<file path="config.mk">
export PLATFORM = sky130hd
export DESIGN_NAME = pipe_ma_flat
export DESIGN_NICKNAME = d
export VERILOG_FILES = /design/src/rtl/pipe_ma_if.sv /design/src/rtl/pipe_ma.sv /design/src/flat_wrapper.sv
export SDC_FILE = /design/constraint.sdc
export NUM_CORES = 1
export LEC_CHECK = 0
export BUFFER_PORTS_ARGS = -buffer_cell sky130_fd_sc_hd__clkbuf_2
export CAP_MARGIN = 20
export CORE_ASPECT_RATIO = 1.4
export CORE_MARGIN = 2
export CORE_UTILIZATION = 49
export CTS_BUF_LIST = sky130_fd_sc_hd__clkbuf_16
export DETAILED_ROUTE_END_ITERATION = 16
export GPL_ROUTABILITY_DRIVEN = 1
export MAX_ROUTING_LAYER = met4
export PLACE_DENSITY = 0.81
export SLEW_MARGIN = 25
export SYNTH_ARGS = -nofsm -noshare
export SYNTH_HDL_FRONTEND = slang
export SYNTH_SLANG_ARGS = --single-unit
</file>
<file path="constraint.sdc">
create_clock -name clk -period 4.9 [get_ports clk]
set_input_delay 0.49 -clock clk [delete_from_list [all_inputs] [get_ports clk]]
set_output_delay 0.49 -clock clk [all_outputs]
set_load 0.01 [all_outputs]
</file>
<file path="src/rtl/pipe_ma_if.sv">
// pipe_ma_if: bundles every non-clock/non-reset signal of the memory-access
// stage so the stage and its surroundings connect through one port.
//
// Signal groups:
//   EX -> MA record  : in_valid/in_ready, ans_in, dout_in, rw_e_in, rw_len_in,
//                      ld_uns_in, wb_e_in, wb_idx_in
//   Memory port      : mem_req, mem_we, mem_addr, mem_wdata, mem_wmask,
//                      mem_ack, mem_rdata
//   MA -> WB record  : out_valid/out_ready, wb_e_out, wb_idx_out, wb_val_out
//   Forwarding       : fwd_valid, fwd_idx, fwd_val
//   Status           : err
//
// Modports:
//   master : the memory-access stage (issues memory requests, owns outputs)
//   slave  : the environment (EX stage, memory, WB stage)
interface pipe_ma_if #(
    parameter int REG_SZ = 32,
    parameter int ADDR_W = 32
);
    logic              in_valid;
    logic              in_ready;
    logic [REG_SZ-1:0] ans_in;
    logic [REG_SZ-1:0] dout_in;
    logic [1:0]        rw_e_in;
    logic [1:0]        rw_len_in;
    logic              ld_uns_in;
    logic              wb_e_in;
    logic [4:0]        wb_idx_in;

    logic              mem_req;
    logic              mem_we;
    logic [ADDR_W-1:0] mem_addr;
    logic [31:0]       mem_wdata;
    logic [3:0]        mem_wmask;
    logic              mem_ack;
    logic [31:0]       mem_rdata;

    logic              out_valid;
    logic              out_ready;
    logic              wb_e_out;
    logic [4:0]        wb_idx_out;
    logic [REG_SZ-1:0] wb_val_out;

    logic              fwd_valid;
    logic [4:0]        fwd_idx;
    logic [REG_SZ-1:0] fwd_val;

    logic              err;

    modport master (
        input  in_valid, ans_in, dout_in, rw_e_in, rw_len_in, ld_uns_in,
               wb_e_in, wb_idx_in,
        output in_ready,
        output mem_req, mem_we, mem_addr, mem_wdata, mem_wmask,
        input  mem_ack, mem_rdata,
        output out_valid, wb_e_out, wb_idx_out, wb_val_out,
        input  out_ready,
        output fwd_valid, fwd_idx, fwd_val,
        output err
    );

    modport slave (
        output in_valid, ans_in, dout_in, rw_e_in, rw_len_in, ld_uns_in,
               wb_e_in, wb_idx_in,
        input  in_ready,
        input  mem_req, mem_we, mem_addr, mem_wdata, mem_wmask,
        output mem_ack, mem_rdata,
        input  out_valid, wb_e_out, wb_idx_out, wb_val_out,
        output out_ready,
        input  fwd_valid, fwd_idx, fwd_val,
        input  err
    );
endinterface

</file>
<file path="src/rtl/pipe_ma.sv">
// pipe_ma: memory-access pipeline stage sitting directly after execute.
//
// Takes one EX record at a time (ALU result or effective address, store data,
// access type/length, writeback target), performs an optional byte/half/word
// load or store over a single-outstanding req/ack memory port, and presents
// the finished writeback record to WB through a valid/ready buffer. While a
// register-writing record is held, it is also driven onto the MA->EX
// forwarding bus.
//
// Ports:
//   clk  - clock
//   rst  - asynchronous active-high reset
//   bus  - pipe_ma_if.master: EX record in, memory port, WB record out,
//          forwarding pair and the sticky err flag (misalignment / timeout)
//
// Parameters:
//   REG_SZ      - datapath width (>= 32)
//   ADDR_W      - memory address width, taken from the low bits of ans
//   TIMEOUT_CYC - cycles to wait for mem_ack before aborting (1..65535)
module pipe_ma #(
    parameter int REG_SZ      = 32,
    parameter int ADDR_W      = 32,
    parameter int TIMEOUT_CYC = 255
) (
    input logic       clk,
    input logic       rst,
    pipe_ma_if.master bus
);

    typedef enum logic [1:0] {
        IDLE = 2'd0,
        MEM  = 2'd1,
        HOLD = 2'd2
    } state_t;

    // Little-endian byte-lane enables for a store.
    function automatic logic [3:0] lane_mask(input logic [1:0] len,
                                             input logic [1:0] off);
        case (len)
            2'b00:   lane_mask = 4'b0001 << off;
            2'b01:   lane_mask = 4'b0011 << off;
            default: lane_mask = 4'b1111;
        endcase
    endfunction

    // Store data replicated across lanes so the mask alone selects the bytes.
    function automatic logic [31:0] lane_wdata(input logic [1:0]  len,
                                               input logic [31:0] d);
        case (len)
            2'b00:   lane_wdata = {4{d[7:0]}};
            2'b01:   lane_wdata = {2{d[15:0]}};
            default: lane_wdata = d;
        endcase
    endfunction

    // Pick the addressed lane out of the read word and extend it.
    function automatic logic [REG_SZ-1:0] load_ext(input logic [31:0] word,
                                                   input logic [1:0]  off,
                                                   input logic [1:0]  len,
                                                   input logic        uns);
        logic [31:0]              sh;
        logic signed [REG_SZ-1:0] ext;
        sh = word >> {off, 3'b000};
        case (len)
            2'b00: begin
                if (uns) ext = REG_SZ'(sh[7:0]);
                else     ext = REG_SZ'($signed(sh[7:0]));
            end
            2'b01: begin
                if (uns) ext = REG_SZ'(sh[15:0]);
                else     ext = REG_SZ'($signed(sh[15:0]));
            end
            default: begin
                if (uns) ext = REG_SZ'(sh);
                else     ext = REG_SZ'($signed(sh));
            end
        endcase
        load_ext = ext;
    endfunction

    state_t            state;
    logic [15:0]       tmo_cnt;

    // Memory-request registers (drive the memory port directly).
    logic              req_p1;
    logic              we_p1;
    logic [ADDR_W-1:0] addr_p1;
    logic [31:0]       wdata_p1;
    logic [3:0]        wmask_p1;

    // Record fields latched at accept, used when the memory access completes.
    logic [REG_SZ-1:0] ans_p1;
    logic [1:0]        len_p1;
    logic              uns_p1;
    logic              store_p1;
    logic              wb_e_p1;
    logic [4:0]        wb_idx_p1;

    // Writeback buffer and forwarding registers.
    logic              vld_p2;
    logic              wb_e_p2;
    logic [4:0]        wb_idx_p2;
    logic [REG_SZ-1:0] wb_val_p2;
    logic              fwd_vld_p2;
    logic [4:0]        fwd_idx_p2;
    logic [REG_SZ-1:0] fwd_val_p2;
    logic              err_r;

    logic              in_ready_c;
    logic              acc;
    logic              in_none;
    logic              in_st;
    logic              in_misal;
    logic              in_fwd;
    logic [REG_SZ-1:0] ld_val;
    logic [REG_SZ-1:0] mem_val;
    logic              mem_wb_e;
    logic              mem_fwd;

    // A held record can drain and be replaced by a new one in the same cycle.
    assign in_ready_c = ((state == IDLE) && !vld_p2) ||
                        ((state == HOLD) && bus.out_ready);
    assign acc        = bus.in_valid && in_ready_c;

    always_comb begin
        in_none  = (bus.rw_e_in == 2'b00) || (bus.rw_e_in == 2'b11);
        in_st    = (bus.rw_e_in == 2'b10);
        in_misal = 1'b0;
        if (!in_none) begin
            case (bus.rw_len_in)
                2'b00:   in_misal = 1'b0;
                2'b01:   in_misal = bus.ans_in[0];
                default: in_misal = (bus.ans_in[1:0] != 2'b00);
            endcase
        end
        in_fwd   = bus.wb_e_in && (bus.wb_idx_in != 5'd0);

        ld_val   = load_ext(bus.mem_rdata, ans_p1[1:0], len_p1, uns_p1);
        mem_val  = store_p1 ? ans_p1 : ld_val;
        mem_wb_e = wb_e_p1 && !store_p1;
        mem_fwd  = mem_wb_e && (wb_idx_p1 != 5'd0);
    end

    // ---- p1: record capture at accept ----
    always_ff @(posedge clk) begin
        if (acc) begin
            ans_p1    <= bus.ans_in;
            len_p1    <= bus.rw_len_in;
            uns_p1    <= bus.ld_uns_in;
            store_p1  <= in_st;
            wb_e_p1   <= bus.wb_e_in;
            wb_idx_p1 <= bus.wb_idx_in;
        end
    end

    // ---- p1 -> p2: control FSM, memory request and writeback buffer ----
    always_ff @(posedge clk or posedge rst) begin
        if (rst) begin
            state      <= IDLE;
            tmo_cnt    <= '0;
            req_p1     <= 1'b0;
            we_p1      <= 1'b0;
            addr_p1    <= '0;
            wdata_p1   <= '0;
            wmask_p1   <= '0;
            vld_p2     <= 1'b0;
            wb_e_p2    <= 1'b0;
            wb_idx_p2  <= '0;
            wb_val_p2  <= '0;
            fwd_vld_p2 <= 1'b0;
            fwd_idx_p2 <= '0;
            fwd_val_p2 <= '0;
            err_r      <= 1'b0;
        end else begin
            case (state)
                IDLE, HOLD: begin
                    if (acc) begin
                        tmo_cnt <= '0;
                        if (in_none) begin
                            state      <= HOLD;
                            vld_p2     <= 1'b1;
                            wb_e_p2    <= bus.wb_e_in;
                            wb_idx_p2  <= bus.wb_idx_in;
                            wb_val_p2  <= bus.ans_in;
                            fwd_vld_p2 <= in_fwd;
                            fwd_idx_p2 <= in_fwd ? bus.wb_idx_in : 5'd0;
                            fwd_val_p2 <= bus.ans_in;
                        end else if (in_misal) begin
                            // Aborted access still produces a (non-writing)
                            // record so the pipeline keeps its ordering.
                            state      <= HOLD;
                            err_r      <= 1'b1;
                            vld_p2     <= 1'b1;
                            wb_e_p2    <= 1'b0;
                            wb_idx_p2  <= bus.wb_idx_in;
                            wb_val_p2  <= bus.ans_in;
                            fwd_vld_p2 <= 1'b0;
                            fwd_idx_p2 <= 5'd0;
                        end else begin
                            state      <= MEM;
                            req_p1     <= 1'b1;
                            we_p1      <= in_st;
                            addr_p1    <= {bus.ans_in[ADDR_W-1:2], 2'b00};
                            wdata_p1   <= in_st ? lane_wdata(bus.rw_len_in, bus.dout_in[31:0])
                                                : 32'd0;
                            wmask_p1   <= in_st ? lane_mask(bus.rw_len_in, bus.ans_in[1:0])
                                                : 4'b1111;
                            vld_p2     <= 1'b0;
                            fwd_vld_p2 <= 1'b0;
                            fwd_idx_p2 <= 5'd0;
                        end
                    end else if ((state == HOLD) && bus.out_ready) begin
                        state      <= IDLE;
                        vld_p2     <= 1'b0;
                        fwd_vld_p2 <= 1'b0;
                        fwd_idx_p2 <= 5'd0;
                    end
                end

                MEM: begin
                    // An ack arriving on the last allowed cycle still wins.
                    if (bus.mem_ack) begin
                        state      <= HOLD;
                        req_p1     <= 1'b0;
                        vld_p2     <= 1'b1;
                        wb_e_p2    <= mem_wb_e;
                        wb_idx_p2  <= wb_idx_p1;
                        wb_val_p2  <= mem_val;
                        fwd_vld_p2 <= mem_fwd;
                        fwd_idx_p2 <= mem_fwd ? wb_idx_p1 : 5'd0;
                        fwd_val_p2 <= mem_val;
                    end else if (tmo_cnt == 16'(TIMEOUT_CYC - 1)) begin
                        state      <= HOLD;
                        req_p1     <= 1'b0;
                        err_r      <= 1'b1;
                        vld_p2     <= 1'b1;
                        wb_e_p2    <= 1'b0;
                        wb_idx_p2  <= wb_idx_p1;
                        wb_val_p2  <= ans_p1;
                        fwd_vld_p2 <= 1'b0;
                        fwd_idx_p2 <= 5'd0;
                    end else begin
                        tmo_cnt <= tmo_cnt + 16'd1;
                    end
                end

                default: state <= IDLE;
            endcase
        end
    end

    assign bus.in_ready   = in_ready_c;
    assign bus.mem_req    = req_p1;
    assign bus.mem_we     = we_p1;
    assign bus.mem_addr   = addr_p1;
    assign bus.mem_wdata  = wdata_p1;
    assign bus.mem_wmask  = wmask_p1;
    assign bus.out_valid  = vld_p2;
    assign bus.wb_e_out   = wb_e_p2;
    assign bus.wb_idx_out = wb_idx_p2;
    assign bus.wb_val_out = wb_val_p2;
    assign bus.fwd_valid  = fwd_vld_p2;
    assign bus.fwd_idx    = fwd_idx_p2;
    assign bus.fwd_val    = fwd_val_p2;
    assign bus.err        = err_r;

endmodule

</file>
<file path="src/flat_wrapper.sv">
// flat-port wrapper written by rule: the top's interface ports become plain ports
module pipe_ma_flat 
#(
    parameter int REG_SZ      = 32,
    parameter int ADDR_W      = 32,
    parameter int TIMEOUT_CYC = 255
)
  (clk, rst, bus_in_valid, bus_ans_in, bus_dout_in, bus_rw_e_in, bus_rw_len_in, bus_ld_uns_in, bus_wb_e_in, bus_wb_idx_in, bus_in_ready, bus_mem_req, bus_mem_we, bus_mem_addr, bus_mem_wdata, bus_mem_wmask, bus_mem_ack, bus_mem_rdata, bus_out_valid, bus_wb_e_out, bus_wb_idx_out, bus_wb_val_out, bus_out_ready, bus_fwd_valid, bus_fwd_idx, bus_fwd_val, bus_err);
  pipe_ma_if #(.REG_SZ(REG_SZ), .ADDR_W(ADDR_W)) bus_i ();
  input logic clk;
  input logic rst;
  input wire logic [$bits(bus_i.in_valid)-1:0] bus_in_valid;
  input wire logic [$bits(bus_i.ans_in)-1:0] bus_ans_in;
  input wire logic [$bits(bus_i.dout_in)-1:0] bus_dout_in;
  input wire logic [$bits(bus_i.rw_e_in)-1:0] bus_rw_e_in;
  input wire logic [$bits(bus_i.rw_len_in)-1:0] bus_rw_len_in;
  input wire logic [$bits(bus_i.ld_uns_in)-1:0] bus_ld_uns_in;
  input wire logic [$bits(bus_i.wb_e_in)-1:0] bus_wb_e_in;
  input wire logic [$bits(bus_i.wb_idx_in)-1:0] bus_wb_idx_in;
  output wire logic [$bits(bus_i.in_ready)-1:0] bus_in_ready;
  output wire logic [$bits(bus_i.mem_req)-1:0] bus_mem_req;
  output wire logic [$bits(bus_i.mem_we)-1:0] bus_mem_we;
  output wire logic [$bits(bus_i.mem_addr)-1:0] bus_mem_addr;
  output wire logic [$bits(bus_i.mem_wdata)-1:0] bus_mem_wdata;
  output wire logic [$bits(bus_i.mem_wmask)-1:0] bus_mem_wmask;
  input wire logic [$bits(bus_i.mem_ack)-1:0] bus_mem_ack;
  input wire logic [$bits(bus_i.mem_rdata)-1:0] bus_mem_rdata;
  output wire logic [$bits(bus_i.out_valid)-1:0] bus_out_valid;
  output wire logic [$bits(bus_i.wb_e_out)-1:0] bus_wb_e_out;
  output wire logic [$bits(bus_i.wb_idx_out)-1:0] bus_wb_idx_out;
  output wire logic [$bits(bus_i.wb_val_out)-1:0] bus_wb_val_out;
  input wire logic [$bits(bus_i.out_ready)-1:0] bus_out_ready;
  output wire logic [$bits(bus_i.fwd_valid)-1:0] bus_fwd_valid;
  output wire logic [$bits(bus_i.fwd_idx)-1:0] bus_fwd_idx;
  output wire logic [$bits(bus_i.fwd_val)-1:0] bus_fwd_val;
  output wire logic [$bits(bus_i.err)-1:0] bus_err;
  assign bus_i.in_valid = bus_in_valid;
  assign bus_i.ans_in = bus_ans_in;
  assign bus_i.dout_in = bus_dout_in;
  assign bus_i.rw_e_in = bus_rw_e_in;
  assign bus_i.rw_len_in = bus_rw_len_in;
  assign bus_i.ld_uns_in = bus_ld_uns_in;
  assign bus_i.wb_e_in = bus_wb_e_in;
  assign bus_i.wb_idx_in = bus_wb_idx_in;
  assign bus_in_ready = bus_i.in_ready;
  assign bus_mem_req = bus_i.mem_req;
  assign bus_mem_we = bus_i.mem_we;
  assign bus_mem_addr = bus_i.mem_addr;
  assign bus_mem_wdata = bus_i.mem_wdata;
  assign bus_mem_wmask = bus_i.mem_wmask;
  assign bus_i.mem_ack = bus_mem_ack;
  assign bus_i.mem_rdata = bus_mem_rdata;
  assign bus_out_valid = bus_i.out_valid;
  assign bus_wb_e_out = bus_i.wb_e_out;
  assign bus_wb_idx_out = bus_i.wb_idx_out;
  assign bus_wb_val_out = bus_i.wb_val_out;
  assign bus_i.out_ready = bus_out_ready;
  assign bus_fwd_valid = bus_i.fwd_valid;
  assign bus_fwd_idx = bus_i.fwd_idx;
  assign bus_fwd_val = bus_i.fwd_val;
  assign bus_err = bus_i.err;
  pipe_ma #(.REG_SZ(REG_SZ), .ADDR_W(ADDR_W), .TIMEOUT_CYC(TIMEOUT_CYC)) u_core (.clk(clk), .rst(rst), .bus(bus_i));
endmodule
</file>
==> impl_metrics.py, run 1 <==
metrics = {
    "route": {
        "wl_um": 31000,
        "drtIter0Drc": 897,
        "avgViaCountPerCell": 5.96,
        "route.vias.total": 9085,
        "antenna_left": 0,
        "drc_errors": 0,
        "first_pass_iters": 5,
        "routedWlPerCell_um": 20.3,
    },
    "floorplanning": {
        "dieArea_sq_um": 22300,
        "coreArea_sq_um": 20600,
        "die_w_um": 127,
        "ioPinCount": 261,
        "row_count": 62,
        "die_h_um": 176,
        "start_util": 0.501,
    },
    "timing": {
        "finalCriticalPeriod_ns": 3.11,
        "finalSetupTns_ns": 0,
        "rsz0062_at_grt": "false",
        "slew_headroom": 0.272,
        "fmax_mhz": 322,
        "report.final.slew_viol_count": 0,
        "finClkSkew_ns": 0.0192,
        "finalHoldViolCount": 0,
        "final_min_period_over_clock_period": 0.634,
        "tightest_slew_ns": 1.09,
        "report.final.setup_viol": 0,
    },
    "worst_setup_path": {
        "cp_data_required_time_ns": 5.30,
        "crit_slowest_cell": "nand2_4",
        "critPathMaxFanout": 86,
        "cp-end-kind": "flip-flop",
        "cp_data_arrival_time_ns": 3.50,
        "start_kind": "flip-flop",
        "path_class": "reg2reg",
        "crit_family": "simple AND/OR/NAND/NOR gates",
        "crit_buf_inv": 1,
        "cpPeakStageDelay_ns": 0.68,
        "cp_cell_sequence": "or2_1 > a21bo_1 > inv_2 > nand2_4 > o31ai_1",
    },
    "global_route": {
        "grt_pass1_wl_um": 49200,
        "track_usage": 0.285,
        "grt_max_degree": 122,
        "grt_overflow_total": 0,
        "grt_pass1_vias": 9016,
        "antenna_found_initial": 0,
    },
    "yosys": {
        "synth.top_cells.by_count": "240 x nand2_1, 164 x dfrtp_1, 63 x nor2_1",
        "async_flop_share": 0.796,
        "synthTopCellsByArea": "dfrtp_1 40%, edfxtp_1 12%, nand2_1 8.7%",
        "synth_edf_count": 42,
        "synth_area_per_cell_sq_um": 9.94,
        "syn-instance-count": 1039,
        "synth_top_area_cell": "dfrtp_1",
        "synth_top_area_share": 0.397,
        "ys_warn_count": 0,
        "synth_most_common_cell": "nand2_1",
        "seq_area_frac_synth": 0.519,
        "synth_cell_types": 82,
        "synth_ff_type": "dfrtp_1",
        "syn_area_sq_um": 10300,
        "ys_seq_elements": 206,
    },
    "clocking": {
        "cts.sinks": 206,
        "cts-root-buf": "clkbuf_16",
        "h-tree-depth": 1,
        "numCtsBuffers": 21,
        "path_clk_slew_ns": 0.07,
        "clockBufferDepth": 3,
        "post_cts_resized": 0,
        "clk_latency_ns": 0.50,
        "cts_tree": "built",
    },
    "finish": {
        "design_area_sq_um": 12400,
        "area_growth_pct": 19.9,
        "layout-drive-gt1-share": 0.285,
        "nNetsFinal": 1370,
        "antenna_cells": 0,
    },
    "power": {
        "power_mw": 6.93,
        "p_per_area_nw_per_um2": 559,
        "p_leak_nw": 5.84,
        "vdd_drop_max_mv": 0.246,
    },
    "run_status": {
        "outcome": "finished clean",
    },
    "placement": {
        "post_dp_cell_area_sq_um": 11700,
        "gp_congestion": 0.912,
        "hpwl_um": 21600,
        "port_buffers": 258,
    },
    "flow_run": {
        "cap_violations": 0,
    },
    "hold_path": {
        "min_path_type": "in2reg",
    },
}
[power by group]
group	switching [mW]	internal, mW	total, mW
Clock	0.682	0.888	1.57
Sequential	0.405	2.41	2.82
Combinational	1.57	0.971	2.55
Total	2.66	4.27	6.93
[cell type report]
| cell class | instances | area (sq um) |
|---|---|---|
| fill | 1803 | 8250 |
| multi-input combinational | 736 | 4550 |
| sequential | 206 | 5370 |
| clock inverter | 16 | 130 |
| inverter | 20 | 78.8 |
| timing repair buffer | 270 | 1420 |
| clock buffer | 21 | 526 |
| tap | 256 | 320 |
[stage by stage]
step,worst slack [ns],hold slack (ns),utilization,instances
floorplan,1.98,0.486,-,1040
global placement,1.86,0.450,0.566,1485
detailed placement,1.76,0.463,0.566,1485
CTS,1.79,0.193,0.598,1522
global route,1.52,0.199,0.600,1525
finish,1.79,0.208,0.600,1525
[sequential cells by signal (all words and copies together) (netlist names), 4 cells and up]
signal / cells
u_core.bus.mem_wmask: 4
u_core.wb_idx_p1: 5
u_core.bus.fwd_idx: 5
u_core.bus.mem_wdata: 32
u_core.bus.mem_addr: 30
u_core.tmo_cnt: 16
u_core.bus.wb_val_out: 32
u_core.bus.wb_idx_out: 5
u_core.bus.fwd_val: 32
u_core.ans_p1: 32
[per-layer routing]
layer,GRT usage,vias to the layer above,part of all wire
li1,-,4201,-
met1,0.355,4363,0.38
met2,0.460,438,0.49
met3,0.0506,83,0.080
met4,0.125,0,0.046
met5,-,-,0
[placed cells by master (no fill, tap or decap), types with 4 or more instances in the layout]
cell	instances
a211o_1	8
a211oi_1	20
a21boi_0	5
a21o_1	8
a21oi_1	53
a221o_1	8
a221oi_1	8
a221oi_2	10
a22o_1	5
a311oi_1	6
a31oi_1	25
a32o_1	8
and3_1	4
and4_1	9
buf_4	8
clkbuf_16	21
clkbuf_2	258
clkinv_1	5
clkinv_2	5
dfrtp_1	164
edfxtp_1	42
inv_1	20
mux2_2	23
mux2i_1	33
nand2_1	239
nand3_1	22
nand4_1	8
nor2_1	62
nor2b_1	4
o211ai_1	15
o21a_1	5
o21ai_0	41
o21ai_1	4
o2bb2ai_1	7
o31ai_1	24
or4_1	7
[repair_timing]
item / in CTS / in global routing
hold buffers: 0 / 1
setup endpoints to repair: 0 / 0
buffers inserted: 0 / 0
endpoints found under the hold margin: 0 / 10
[cells by family (layout without fill, tap and decap cells)]
group | Yosys count | in the layout | share of synthesized area
AOI/OAI and AO/OA | 286 | 286 | 0.204
xor gates and xnor gates | 4 | 4 | 0.00339
adders and majority gates | 3 | 3 | 0.00363
buffers and inverters | 98 | 327 | 0.0440
DFF | 206 | 206 | 0.519
muxes | 58 | 58 | 0.0603
other | 1 | 2 | 0.000363
and+or+nand+nor | 383 | 383 | 0.165
[path summary, 6_finish.rpt]
check,endpoint,from,slack [ns],cells past startpoint
max,u_core.bus.mem_wdata[10],u_core.state[1],1.79,5
max in group asynchronous,u_core.bus.wb_val_out[14],rst,3.45,4
max reg2reg,u_core.bus.mem_wdata[10],u_core.state[1],1.79,5
min reg2reg,u_core.bus.mem_wdata[2],u_core.bus.mem_wdata[2],0.47,2
min,u_core.ans_p1[19],bus_ans_in[19],0.21,1
min in group asynchronous,u_core.bus.mem_addr[28],rst,0.50,3
Note: power is estimated with default switching activity, not from simulation.
==> inputs of run 2 (changes only) <==
==> constraint.sdc (replaced) <==
create_clock -name clk -period 2.75 [get_ports clk]
set_input_delay 0.275 -clock clk [delete_from_list [all_inputs] [get_ports clk]]
set_output_delay 0.275 -clock clk [all_outputs]
set_load 0.01 [all_outputs]
==> impl_metrics.py, run 2 (synthesis gave the netlist of run 1 again) <==
metrics = {
    "run_status": {
        "outcome": "finished clean",
    },
    "route": {
        "drc_errors": 0,
        "route.vias.total": 9394,
        "routedWlPerCell_um": 20.7,
        "wl_um": 32300,
        "drtIter0Drc": 902,
        "antenna_left": 0,
        "avgViaCountPerCell": 6.03,
        "first_pass_iters": 5,
    },
    "worst_setup_path": {
        "critPathMaxFanout": 18,
        "cp-end-kind": "flip-flop",
        "path_class": "reg2reg",
        "cp_data_required_time_ns": 3.15,
        "start_kind": "flip-flop",
        "cp_data_arrival_time_ns": 2.77,
    },
    "placement": {
        "pre_cts_slack_ns": 0.418,
        "post_dp_cell_area_sq_um": 11900,
        "hpwl_um": 22800,
        "port_buffers": 258,
        "gp_congestion": 0.914,
    },
    "global_route": {
        "grt_pass1_vias": 9389,
        "grt_busiest_layer": "met2",
        "met3_usage": 0.0484,
        "grt_overflow_total": 0,
        "grt_max_degree": 110,
        "antenna_found_initial": 0,
        "grt_pass1_wl_um": 50900,
        "track_usage": 0.296,
        "use_met2": 0.487,
        "use_met1": 0.359,
    },
    "finish": {
        "layout-drive-gt1-share": 0.291,
        "nNetsFinal": 1403,
        "design_area_sq_um": 12700,
        "antenna_cells": 0,
        "multiInputGateArea_sq_um": 4550,
        "n_fill_cell": 1711,
        "final_common_cell": "clkbuf_2",
        "area_growth_pct": 23.1,
        "mostFrequentLayoutCells": "258 x clkbuf_2, 239 x nand2_1, 164 x dfrtp_1",
        "seqCellArea_sq_um": 5370,
    },
    "clocking": {
        "post_cts_resized": 0,
        "cts-root-buf": "clkbuf_16",
        "cts_tree": "built",
        "path_clk_slew_ns": 0.07,
        "clk_latency_ns": 0.50,
        "cts.sinks": 206,
        "numCtsBuffers": 20,
        "h-tree-depth": 1,
        "clockBufferDepth": 3,
    },
    "power": {
        "vdd_drop_max_mv": 0.612,
        "clockPowerShare": 0.229,
        "internal_power_mw": 7.84,
        "p_seq_frac": 0.399,
        "p_sw_mw": 4.80,
        "p_leak_nw": 6.01,
        "power_mw": 12.6,
        "p_per_area_nw_per_um2": 994,
        "p_sw_frac": 0.380,
        "power_frac_comb": 0.371,
    },
    "floorplanning": {
        "die_h_um": 176,
        "row_count": 62,
        "coreArea_sq_um": 20600,
        "die_w_um": 127,
        "ioPinCount": 261,
        "start_util": 0.501,
        "dieArea_sq_um": 22300,
    },
    "timing": {
        "whs_ns": 0.00877,
        "report.final.setup_viol": 0,
        "fmax_mhz": 423,
        "tightest_slew_ns": 0.685,
        "finalSetupTns_ns": 0,
        "report.final.slew_viol_count": 0,
        "finalHoldViolCount": 0,
        "setup_slack_ns": 0.387,
        "final_min_period_over_clock_period": 0.859,
        "finalCriticalPeriod_ns": 2.36,
        "slew_headroom": 0.540,
        "rsz0062_at_grt": "false",
        "finClkSkew_ns": 0.0113,
    },
    "flow_run": {
        "cap_violations": 0,
    },
    "hold_path": {
        "min_path_type": "in2reg",
    },
}
## run 2: cell count changes in the layout (fill, tap and decap cells not counted), moves of 2 or more
cell / before / now
clkinv_2: 5 / 1
dlygate4sd3_1: 1 / 14
buf_4: 8 / 28
clkinv_1: 5 / 7
buf_12: 2 / 4
## run 2: worst paths after layout
kind                       cells past startpoint                         to                     from  slack [ns]
max                                            7  u_core.bus.wb_val_out[29]          u_core.state[1]        0.39
min                                            1        u_core.wb_idx_p1[0]         bus_wb_idx_in[0]       0.009
max reg2reg                                    7  u_core.bus.wb_val_out[29]          u_core.state[1]        0.39
min reg2reg                                    2    u_core.bus.mem_addr[28]  u_core.bus.mem_addr[28]        0.47
max in group asynchronous                      4    u_core.bus.mem_wdata[1]                      rst        1.63
min in group asynchronous                      3    u_core.bus.mem_addr[27]                      rst        0.24
## run 2: timing repair
action / in CTS / in global routing
setup buffers: 0 / 0
endpoints found under the hold margin: 19 / 0
hold buffers: 14 / 0
## run 2: routing by layer
layer | share of wire | wire (um)
met3 | 0.080 | 2570
met4 | 0.049 | 1600
met2 | 0.49 | 15900
met5 | 0 | 0
met1 | 0.38 | 12200
## run 2: metrics by stage
stage / std cells / utilization
final: 1557 / 0.616
after global routing: 1557 / 0.616
after CTS: 1557 / 0.616
after detailed placement: 1508 / 0.577
after global placement: 1508 / 0.577
after floorplan: 1040 / -
## run 2: power by group through the flow
stage / logic, mW / registers [mW] / clock network [mW]
3_3_place_gp: 4.54 / 5.02 / 0
5_1_grt: 5.15 / 5.16 / 3.01
6_report: 4.69 / 5.05 / 2.90
3_5_place_dp: 4.67 / 5.06 / 0
2_1_floorplan: 2.32 / 5.36 / 0
4_1_cts: 4.71 / 5.03 / 2.91
## run 2: area by class of cell
class	count	share of cell area
flip-flops and latches	206	0.422
inverters	20	0.00620
clock inverters	13	0.0101
well taps	256	0.0252
clock buffers	22	0.0433
multi-input cells	736	0.358
repair buffers	304	0.135
## run 2: worst max-delay path: stages (launching register included)
cell and delay, ns:
dfrtp_1 0.50, or2_1 0.17, a21bo_1 0.43, inv_2 0.23
a21oi_4 0.37, nor2_8 0.04, buf_4 0.24, a221oi_2 0.27
